<file path="src/rtl/vend_ctrl_multi_if.sv">
// Vending controller bus: customer inputs, dispense/change outputs.
// The master drives coins and requests; the slave reports back.
interface vend_ctrl_multi_if #(
  parameter int N_ITEMS = 4,
  parameter int BAL_W   = 6
);
  localparam int SEL_W = $clog2(N_ITEMS);

  logic [1:0]         coin;
  logic [SEL_W-1:0]   select;
  logic               vend;
  logic               cancel;
  logic               restock;
  logic               dispense;
  logic [SEL_W-1:0]   item_out;
  logic [1:0]         change_coin;
  logic               coin_reject;
  logic [BAL_W-1:0]   balance;
  logic               busy;
  logic [N_ITEMS-1:0] sold_out;
  logic               err;

  modport master (
    output coin, select, vend, cancel, restock,
    input  dispense, item_out, change_coin,
    input  coin_reject, balance, busy, sold_out, err
  );

  modport slave (
    input  coin, select, vend, cancel, restock,
    output dispense, item_out, change_coin,
    output coin_reject, balance, busy, sold_out, err
  );
endinterface

</file>
<file path="src/rtl/vend_ctrl_multi.sv">
// Multi-product vending controller: coin credit, per-item stock,
// greedy change payout (5/2/1) and idle-timeout refund.
module vend_ctrl_multi #(
  parameter int N_ITEMS     = 4,
  parameter int BAL_W       = 6,
  parameter int STOCK_W     = 3,
  parameter logic [N_ITEMS*BAL_W-1:0] PRICES =
    {6'd5, 6'd7, 6'd10, 6'd12},
  parameter int INIT_STOCK  = 2,
  parameter int TIMEOUT_CYC = 16
) (
  input logic clk,
  input logic reset,
  vend_ctrl_multi_if.slave bus
);
  localparam int SEL_W = $clog2(N_ITEMS);
  localparam int BW1   = BAL_W + 1;
  localparam logic [BW1-1:0] BAL_MAX =
    BW1'((1 << BAL_W) - 1);
  localparam logic [STOCK_W-1:0] STK0 =
    STOCK_W'(INIT_STOCK);
  localparam logic [15:0] TO_LAST =
    16'(TIMEOUT_CYC - 1);

  typedef enum logic [1:0] {
    IDLE, COLLECT, VEND, PAYOUT
  } state_t;

  state_t             r_state, w_state_n;
  logic [BAL_W-1:0]   r_bal, w_bal_n;
  logic [15:0]        r_tcnt, w_tcnt_n;
  logic [STOCK_W-1:0] r_stock [N_ITEMS];
  logic               r_disp, w_disp_n;
  logic [SEL_W-1:0]   r_item;
  logic [1:0]         r_chg, w_chg_n;
  logic               r_rej, w_rej_n;
  logic               r_err, w_err_n;
  logic               r_busy;
  logic               w_take, w_restock;
  logic [BAL_W-1:0]   w_price;
  logic [STOCK_W-1:0] w_stk_sel;
  logic [BW1-1:0]     w_sum;
  logic               w_ovf, w_can_buy;
  logic [1:0]         w_pay;
  logic [BAL_W-1:0]   w_bal_pay;
  logic [N_ITEMS-1:0] w_sold;

  function automatic logic [2:0] coin_val(
    input logic [1:0] c
  );
    unique case (c)
      2'b01:   return 3'd1;
      2'b10:   return 3'd2;
      2'b11:   return 3'd5;
      default: return 3'd0;
    endcase
  endfunction

  function automatic logic [1:0] greedy(
    input logic [BAL_W-1:0] b
  );
    if (b >= BAL_W'(5))      return 2'b11;
    else if (b >= BAL_W'(2)) return 2'b10;
    else if (b != '0)        return 2'b01;
    else                     return 2'b00;
  endfunction

  // Out-of-range select matches nothing: stock 0 forces a refusal.
  always_comb begin
    w_price   = '0;
    w_stk_sel = '0;
    for (int i = 0; i < N_ITEMS; i++) begin
      if (bus.select == SEL_W'(i)) begin
        w_price   = PRICES[i*BAL_W +: BAL_W];
        w_stk_sel = r_stock[i];
      end
    end
  end

  assign w_sum = {1'b0, r_bal}
               + BW1'(coin_val(bus.coin));
  assign w_ovf = w_sum > BAL_MAX;
  assign w_can_buy = (r_bal >= w_price)
                   && (w_stk_sel != '0);
  assign w_pay = greedy(r_bal);
  assign w_bal_pay = r_bal - BAL_W'(coin_val(w_pay));

  always_comb begin
    w_state_n = r_state;
    w_bal_n   = r_bal;
    w_tcnt_n  = r_tcnt;
    w_disp_n  = 1'b0;
    w_chg_n   = 2'b00;
    w_rej_n   = bus.coin != 2'b00;
    w_err_n   = 1'b0;
    w_take    = 1'b0;
    w_restock = 1'b0;
    unique case (r_state)
      IDLE: begin
        w_tcnt_n  = '0;
        w_restock = bus.restock;
        if (bus.vend) begin
          w_err_n = 1'b1;
        end else if (bus.coin != 2'b00 && !w_ovf) begin
          w_bal_n   = w_sum[BAL_W-1:0];
          w_state_n = COLLECT;
          w_rej_n   = 1'b0;
        end
      end
      COLLECT: begin
        w_tcnt_n = '0;
        if (bus.cancel) begin
          w_state_n = PAYOUT;
          w_chg_n   = w_pay;
          w_bal_n   = w_bal_pay;
        end else if (bus.vend) begin
          if (w_can_buy) begin
            w_state_n = VEND;
            w_disp_n  = 1'b1;
            w_bal_n   = r_bal - w_price;
            w_take    = 1'b1;
          end else begin
            w_err_n = 1'b1;
          end
        end else if (bus.coin != 2'b00) begin
          if (!w_ovf) begin
            w_bal_n = w_sum[BAL_W-1:0];
            w_rej_n = 1'b0;
          end
        end else if (r_tcnt == TO_LAST) begin
          w_state_n = PAYOUT;
          w_chg_n   = w_pay;
          w_bal_n   = w_bal_pay;
        end else begin
          w_tcnt_n = r_tcnt + 16'd1;
        end
      end
      VEND: begin
        w_tcnt_n = '0;
        if (r_bal != '0) begin
          w_state_n = PAYOUT;
          w_chg_n   = w_pay;
          w_bal_n   = w_bal_pay;
        end else begin
          w_state_n = IDLE;
        end
      end
      PAYOUT: begin
        w_tcnt_n = '0;
        // The coin that zeroes balance is shown while still in PAYOUT.
        if (r_bal == '0) begin
          w_state_n = IDLE;
        end else begin
          w_chg_n = w_pay;
          w_bal_n = w_bal_pay;
        end
      end
      default: w_state_n = IDLE;
    endcase
  end

  always_ff @(posedge clk or negedge reset) begin
    if (!reset) begin
      r_state <= IDLE;
      r_bal   <= '0;
      r_tcnt  <= '0;
      r_disp  <= 1'b0;
      r_item  <= '0;
      r_chg   <= 2'b00;
      r_rej   <= 1'b0;
      r_err   <= 1'b0;
      r_busy  <= 1'b0;
    end else begin
      r_state <= w_state_n;
      r_bal   <= w_bal_n;
      r_tcnt  <= w_tcnt_n;
      r_disp  <= w_disp_n;
      r_chg   <= w_chg_n;
      r_rej   <= w_rej_n;
      r_err   <= w_err_n;
      r_busy  <= (w_state_n == VEND)
              || (w_state_n == PAYOUT);
      if (w_take) r_item <= bus.select;
    end
  end

  always_ff @(posedge clk or negedge reset) begin
    if (!reset) begin
      for (int i = 0; i < N_ITEMS; i++)
        r_stock[i] <= STK0;
    end else begin
      for (int i = 0; i < N_ITEMS; i++) begin
        if (w_restock)
          r_stock[i] <= STK0;
        else if (w_take && bus.select == SEL_W'(i)
                 && r_stock[i] != '0)
          r_stock[i] <= r_stock[i] - STOCK_W'(1);
      end
    end
  end

  always_comb begin
    w_sold = '0;
    for (int i = 0; i < N_ITEMS; i++)
      w_sold[i] = r_stock[i] == '0;
  end

  assign bus.dispense    = r_disp;
  assign bus.item_out    = r_item;
  assign bus.change_coin = r_chg;
  assign bus.coin_reject = r_rej;
  assign bus.balance     = r_bal;
  assign bus.busy        = r_busy;
  assign bus.sold_out    = w_sold;
  assign bus.err         = r_err;
endmodule

</file>
<file path="src/flat_wrapper.sv">
// flat-port wrapper written by rule: the top's interface ports become plain ports
module vend_ctrl_multi_flat 
#(
  parameter int N_ITEMS     = 4,
  parameter int BAL_W       = 6,
  parameter int STOCK_W     = 3,
  parameter logic [N_ITEMS*BAL_W-1:0] PRICES =
    {6'd5, 6'd7, 6'd10, 6'd12},
  parameter int INIT_STOCK  = 2,
  parameter int TIMEOUT_CYC = 16
)
  (clk, reset, bus_coin, bus_select, bus_vend, bus_cancel, bus_restock, bus_dispense, bus_item_out, bus_change_coin, bus_coin_reject, bus_balance, bus_busy, bus_sold_out, bus_err);
  vend_ctrl_multi_if #(.N_ITEMS(N_ITEMS), .BAL_W(BAL_W)) bus_i ();
  input logic clk;
  input logic reset;
  input wire logic [$bits(bus_i.coin)-1:0] bus_coin;
  input wire logic [$bits(bus_i.select)-1:0] bus_select;
  input wire logic [$bits(bus_i.vend)-1:0] bus_vend;
  input wire logic [$bits(bus_i.cancel)-1:0] bus_cancel;
  input wire logic [$bits(bus_i.restock)-1:0] bus_restock;
  output wire logic [$bits(bus_i.dispense)-1:0] bus_dispense;
  output wire logic [$bits(bus_i.item_out)-1:0] bus_item_out;
  output wire logic [$bits(bus_i.change_coin)-1:0] bus_change_coin;
  output wire logic [$bits(bus_i.coin_reject)-1:0] bus_coin_reject;
  output wire logic [$bits(bus_i.balance)-1:0] bus_balance;
  output wire logic [$bits(bus_i.busy)-1:0] bus_busy;
  output wire logic [$bits(bus_i.sold_out)-1:0] bus_sold_out;
  output wire logic [$bits(bus_i.err)-1:0] bus_err;
  assign bus_i.coin = bus_coin;
  assign bus_i.select = bus_select;
  assign bus_i.vend = bus_vend;
  assign bus_i.cancel = bus_cancel;
  assign bus_i.restock = bus_restock;
  assign bus_dispense = bus_i.dispense;
  assign bus_item_out = bus_i.item_out;
  assign bus_change_coin = bus_i.change_coin;
  assign bus_coin_reject = bus_i.coin_reject;
  assign bus_balance = bus_i.balance;
  assign bus_busy = bus_i.busy;
  assign bus_sold_out = bus_i.sold_out;
  assign bus_err = bus_i.err;
  vend_ctrl_multi #(.N_ITEMS(N_ITEMS), .BAL_W(BAL_W), .STOCK_W(STOCK_W), .PRICES(PRICES), .INIT_STOCK(INIT_STOCK), .TIMEOUT_CYC(TIMEOUT_CYC)) u_core (.clk(clk), .reset(reset), .bus(bus_i));
endmodule
</file>
<file path="config.mk">
export PLATFORM = sky130hd
export DESIGN_NAME = vend_ctrl_multi_flat
export DESIGN_NICKNAME = d
export VERILOG_FILES = /design/src/rtl/vend_ctrl_multi_if.sv /design/src/rtl/vend_ctrl_multi.sv /design/src/flat_wrapper.sv
export SDC_FILE = /design/constraint.sdc
export NUM_CORES = 1
export LEC_CHECK = 0
export CAP_MARGIN = 30
export CORE_MARGIN = 4
export CORE_UTILIZATION = 60
export CTS_CLUSTER_DIAMETER = 100
export DETAILED_ROUTE_END_ITERATION = 10
export HOLD_SLACK_MARGIN = 0.02
export PLACE_DENSITY = 0.89
export REMOVE_ABC_BUFFERS = 1
export SYNTH_ARGS = -nofsm -noshare
export SYNTH_HDL_FRONTEND = slang
export SYNTH_SLANG_ARGS = --single-unit
</file>
<file path="constraint.sdc">
create_clock -name clk -period 4.8 [get_ports clk]
set_clock_uncertainty 0.2 [all_clocks]
set_input_delay 0.96 -clock clk [delete_from_list [all_inputs] [get_ports clk]]
set_output_delay 0.96 -clock clk [all_outputs]
set_load 0.01 [all_outputs]
</file>
Yosys cells after proc, flatten, opt, wreduce, memory -nomap -nowiden
Index checks and enable logic that the tools add are counted.
- flip-flop bits (word level): 44
- bits of input ports: 9
- output and inout port bits: 18
- word-level logic and storage cells: 150
- $add $sub $neg: 8
- $lt $le $gt $ge: 4
- equal/unequal tests: 22
- mux-type cells: 71
- reduce and logical (&&, ||, !) cells: 32
- operators by type and width (operator ; count):
    6-bit 2-to-1 mux ; 13
    16-bit 2-to-1 mux ; 4
    3-bit 2-to-1 mux ; 12
    2-bit 2-to-1 mux ; 17
    16-bit one-hot mux with 2 select lines ; 1
    6-bit one-hot mux with 4 select lines ; 1
    2-bit equality test (second input constant) ; 10
    3-bit one-hot mux with 3 select lines ; 2
    16-bit by 1-bit adder with 16-bit output (second input constant) ; 1
    16-bit by 4-bit equality test with 1-bit output (second input constant) ; 1
    1-bit 2-to-1 mux ; 16
    3-bit nonzero test ; 5
    3-bit zero test ; 4
    3-bit by 1-bit subtractor with 3-bit output (second input constant) ; 4
    1-bit logical AND ; 10
    2-bit nonzero test ; 5
    2-bit by 1-bit equality test with 1-bit output (second input constant) ; 4
    2-bit one-hot mux with 4 select lines ; 1
    6-bit by 3-bit adder with 7-bit output ; 1
    7-bit by 6-bit greater-than comparator with 1-bit output (second input constant) ; 1
    7-bit AND reduction ; 1
    6-bit by 2-bit >= comparator with 1-bit output (second input constant) ; 1
    6-bit by 3-bit >= comparator with 1-bit output (second input constant) ; 1
    6-bit >= comparator ; 1
    16 further kinds ; 20

Depth between registers and ports, before layout
- depth after elaboration: 15
- depth in mapped cells: 12
- depth with buffers taken out: 11

Worst setup path after synthesis
OpenSTA, ideal clock, no wires.
- kind: input-to-reg
- start: input bus_select[1]
- end: register u_core.r_bal[5] (netlist: u_core.bus.balance[5])
- library setup time: 0.134 ns
- data arrival time: 2.776 ns
- required time: 4.466 ns
- path slack: 1.690 ns
- cell stages on the path: 10
- path buffers: 0
- path through: inv_1 > ha_1 > inv_1 > ha_1 > nor2b_1 > o311a_1 > o41ai_1 > nor2_1 > o22ai_1 > a31oi_1
- cells in the longest elaborated chain, start to end: 10
- elaborated cells between the ends (all ways): 22
- classes of those cells: 1 x add/sub; 1 x order compare; 4 x eq/ne; 12 x mux; 4 x reduce/logical
- RTL lines (element ; RTL line ; source):
    start, declared ; flat_wrapper.sv:17 ; input wire logic [$bits(bus_i.select)-1:0] bus_select;
    2-bit zero test ; vend_ctrl_multi.sv:73 ; if (bus.select == SEL_W'(i)) begin
    4-bit 2-to-1 mux ; vend_ctrl_multi.sv:73 ;
    6-bit 2-to-1 mux (3 in a row) ; vend_ctrl_multi.sv:73 ;
    6-bit subtractor ; vend_ctrl_multi.sv:120 ; w_bal_n = r_bal - w_price;
    6-bit 2-to-1 mux ; vend_ctrl_multi.sv:117 ; if (w_can_buy) begin
    6-bit 2-to-1 mux ; vend_ctrl_multi.sv:116 ; end else if (bus.vend) begin
    6-bit 2-to-1 mux ; vend_ctrl_multi.sv:112 ; if (bus.cancel) begin
    6-bit one-hot mux with 4 select lines ; vend_ctrl_multi.sv:98 ; unique case (r_state)
    end signal, assigned ; vend_ctrl_multi.sv:175 ; r_bal <= w_bal_n;
    end, declared ; vend_ctrl_multi.sv:30 ; logic [BAL_W-1:0] r_bal, w_bal_n;
Parallel ways exist; a longest one is shown, timed or not. The select of a mux whose other input is x is not followed.
A chain may end at the register's enable or synchronous reset.

Worst setup path in the final report
Ends and elaborated chain as after synthesis.

==> results by stage <==
Clock tree:
- The clock-pin slew on the worst setup and hold paths is 0.08 ns.
- The latest clock arrival within the worst-skew pair is 0.30 ns.
- For this design, the CTS-stage hold fixing added 0 buffers.
- The tree is rooted in a clkbuf_8.
- TritonCTS created 5 clock buffers.
- The TritonCTS clock tree is built.
- The longest clock path from root to sink contains 2 buffers.
- The H-tree generated during clock tree synthesis spans 2 levels.
- For this design, the sink count on the clock tree is 44.
- The post-cts resize count is 0.
- Once the clock tree was built, the setup fixing pass inserted 0 buffers.

Global routing:
- The first global-routing pass estimated 12.1 mm of wire.
- Entering global routing, the biggest net connects 43 pins.
- The global-route congestion overflow total is 0.
- The number of global-route vias before repair came to 2,672.
- The initial antenna violation count came to 0.
- The overall global routing resource usage is 24.6%.

Timing:
- The max-slew headroom at the worst pin is 57.5%.
- Dividing the final minimum period by the clock period gives 78.4%.
- The worst-margin pin slew is 0.630 ns.
- Setup total negative slack on the finished layout was measured at 0 ns.
- Setup repair after global routing left no endpoint under its margin.
- The number of setup violations in the final report is 0.
- The count of final max-slew check failures is 0.
- Static timing analysis puts the maximum clock frequency at 266 MHz.
- Subtracting the final worst setup slack from the clock period gives 3.76 ns.
- The total count of hold-check failures in the final report came to 0.

Power and ir drop:
- Overall power consumption after layout is estimated at 1800 uW.
- VDD sags by at most 0.000302 V.
- The power per standard cell area is 526 nW/um^2.
- Summed over all cells, the static leakage comes to 0.00151 uW.

Setup path:
- In this run the critical register-to-register path is launched from u_core.bus.balance[3].
- Tracing the worst setup path back leads to its startpoint at bus_select[1].
- The worst setup path is of the in -> reg kind.
- At the worst endpoint, the required time is 4.78 ns.
- Data arrives at the worst endpoint at 3.74 ns.
- The maximum fanout along the worst path is 6.
- STA classifies the critical path endpoint as a register.
- The type of element launching the critical path is an input port.

Drt:
- After the first detailed-routing iteration, the DRC count stood at 311.
- After detailed routing, the number of remaining DRC violations is 0.
- After detailed routing, the total wire length is 7.01 mm.
- The count of antenna-violating nets left after detailed routing is 0.
- The number of iterations in the first detailed-routing pass is 5.
- The via density per instance is 6.09.
- The routed layout has 2,520 vias.
- After detailed routing, the average wire length per cell comes to 16.9 um.

Outcome:
- The flow ran to the end, and the final reports show no timing, DRC or antenna violations.

Synthesis:
- The share of the Yosys chip area taken by registers is 36.5%.
- In the synthesized netlist the dominant register cell turns out to be dfrtp_1.
- The number of enable-type register cells in the synthesized netlist is 0.
- The share of Yosys cell area claimed by the top area cell type is 33.0%.
- The post-synthesis average cell area is 9.38 um^2.
- The library cell with the largest summed area after synthesis is dfrtp_1.
- The instance count of the mapped netlist is 323.
- By area the synthesized netlist is led by dfrtp_1 33%, ha_1 9.9%, xnor2_1 4.9%, nor2_1 4.5%, mux2i_1 4.3%.
- The Yosys step of the flow raised 0 warnings.
- For this run, asynchronously set or reset flops after synthesis account for 100%.
- The mapped cell area is 3030 um^2.
- The post-synthesis cell type count is 58.
- Counting flops and latches in the post-synthesis netlist gives 44.

Finish:
- The net count reported at finish is 382.
- The total inserted antenna cells is 0.
- Cells with a size suffix above 1 make up 7.20% of the layout.
- Compared with the post-synthesis result, the final layout area differs by 13.0%.

Die:
- The floorplan has 25 rows.
- The overall die area is 6250 um^2.
- The floorplan step set the die width to 79.1 um.
- Once the floorplan was initialized, standard cells occupied 62.9% of the core.
- The count of boundary I/O pins is 27.
- The core region area is 4820 um^2.
- The floorplan step set the die height to 79.1 um.

Worst hold path:
- The worst min-delay path class is in -> async.

Placement:
- The congestion estimate from routability-driven global placement came to 0.964.
- Summed over all nets, the half-perimeter wirelength after detailed placement is 5.21 mm.
- The number of port buffers is 26.

Job:
- The number of max-capacitance violations reported is 0.
synthesized netlist by cell type, drive strengths merged, types with 6 or more instances:
library cell	n
o21ai	10
nand4	6
a21oi	6
dfrtp	40
o31ai	7
nor3	6
nand2	22
inv	28
mux2i	13
buf	6
nor2	37
xor2	6
nand3	8
ha	24
xnor2	17
kinds of logic after synthesis:
family	count (synthesis)	synth area share (%)
AND/OR/NAND/NOR	113	19.2
AO/OA/AOI/OAI	59	14.5
flip-flops	44	36.5
buffers and inverters	39	5.12
adder cells (fa/ha/maj)	27	11.9
XOR/XNOR	23	6.65
multiplexers	18	6.15
registers in the layout (all words and copies together), names as in the netlist:
signal                  count
u_core.bus.balance          6
u_core.r_state              2
u_core.bus.change_coin      2
u_core.r_stock             12
u_core.bus.busy             1
u_core.bus.coin_reject      1
u_core.bus.dispense         1
u_core.bus.err              1
u_core.bus.item_out         2
u_core.r_tcnt              16
placed cells by master, fill, tap and decap left out, types with 5 or more instances in the layout:
cell type / n
a21oi_1: 6
clkbuf_8: 5
clkdlybuf4s50_1: 25
dfrtp_1: 40
ha_1: 24
inv_1: 28
mux2_2: 5
mux2i_1: 13
nand2_1: 22
nand3_1: 8
nand3b_1: 5
nand4_1: 6
nor2_1: 36
nor2b_1: 5
nor3_1: 5
o21ai_0: 10
o31ai_1: 7
xnor2_1: 17
xor2_1: 6
path summary, 6_finish.rpt:
check	end	slack, ns	cells after the start
max in group asynchronous	u_core.r_stock[1]	3.63	2
worst max-delay path	u_core.bus.balance[5]	1.04	11
worst min-delay path	u_core.bus.balance[1]	0.27	1
min in group clk	u_core.r_tcnt[0]	0.27	1
worst max register to register	u_core.bus.balance[4]	1.58	10
worst min register to register	u_core.r_tcnt[0]	0.27	1
power breakdown:
part / internal, uW / total, uW / switching, uW
Combinational: 471 / 963 / 491
Clock: 102 / 231 / 129
Sequential: 464 / 605 / 141
layout make-up:
cell class | count | area, um^2
Inverter | 28 | 105
Timing Repair Buffer | 27 | 275
Clock buffer | 6 | 72.6
Multi-Input combinational cell | 240 | 1770
Tap cell | 67 | 83.8
Fill cell | 391 | 1390
Sequential cell | 44 | 1110
Clock inverter | 2 | 12.5
critical path, stage by stage:
cell	delay, ns
clkdlybuf4s50_1	0.57
inv_1	0.11
ha_1	0.28
inv_1	0.06
ha_1	0.28
nor2b_1	0.14
o311a_1	0.33
o41ai_1	0.60
nor2_1	0.09
o22ai_1	0.19
a31oi_1	0.11
metrics by stage:
stage                     utilization (%)  instance area (um^2)  hold slack (ns)  worst slack (ns)  cells
after floorplan                         -                  2980            0.225              1.66    312
after global placement               68.9                  3320            0.241             0.905    405
after detailed placement             69.3                  3340            0.260             0.820    406
after CTS                            71.1                  3420            0.267              1.09    414
final                                71.1                  3420            0.269              1.04    414
after global routing                 71.1                  3420            0.264             0.915    414
per-layer routing:
metal / global-route usage, % / wire length (um)
met2: 41.5 / 3450
met4: 10.1 / 129
met1: 31.4 / 3030
met3: 3.97 / 391
met5: 0 / 0
Note: power is estimated with default switching activity, not from simulation.
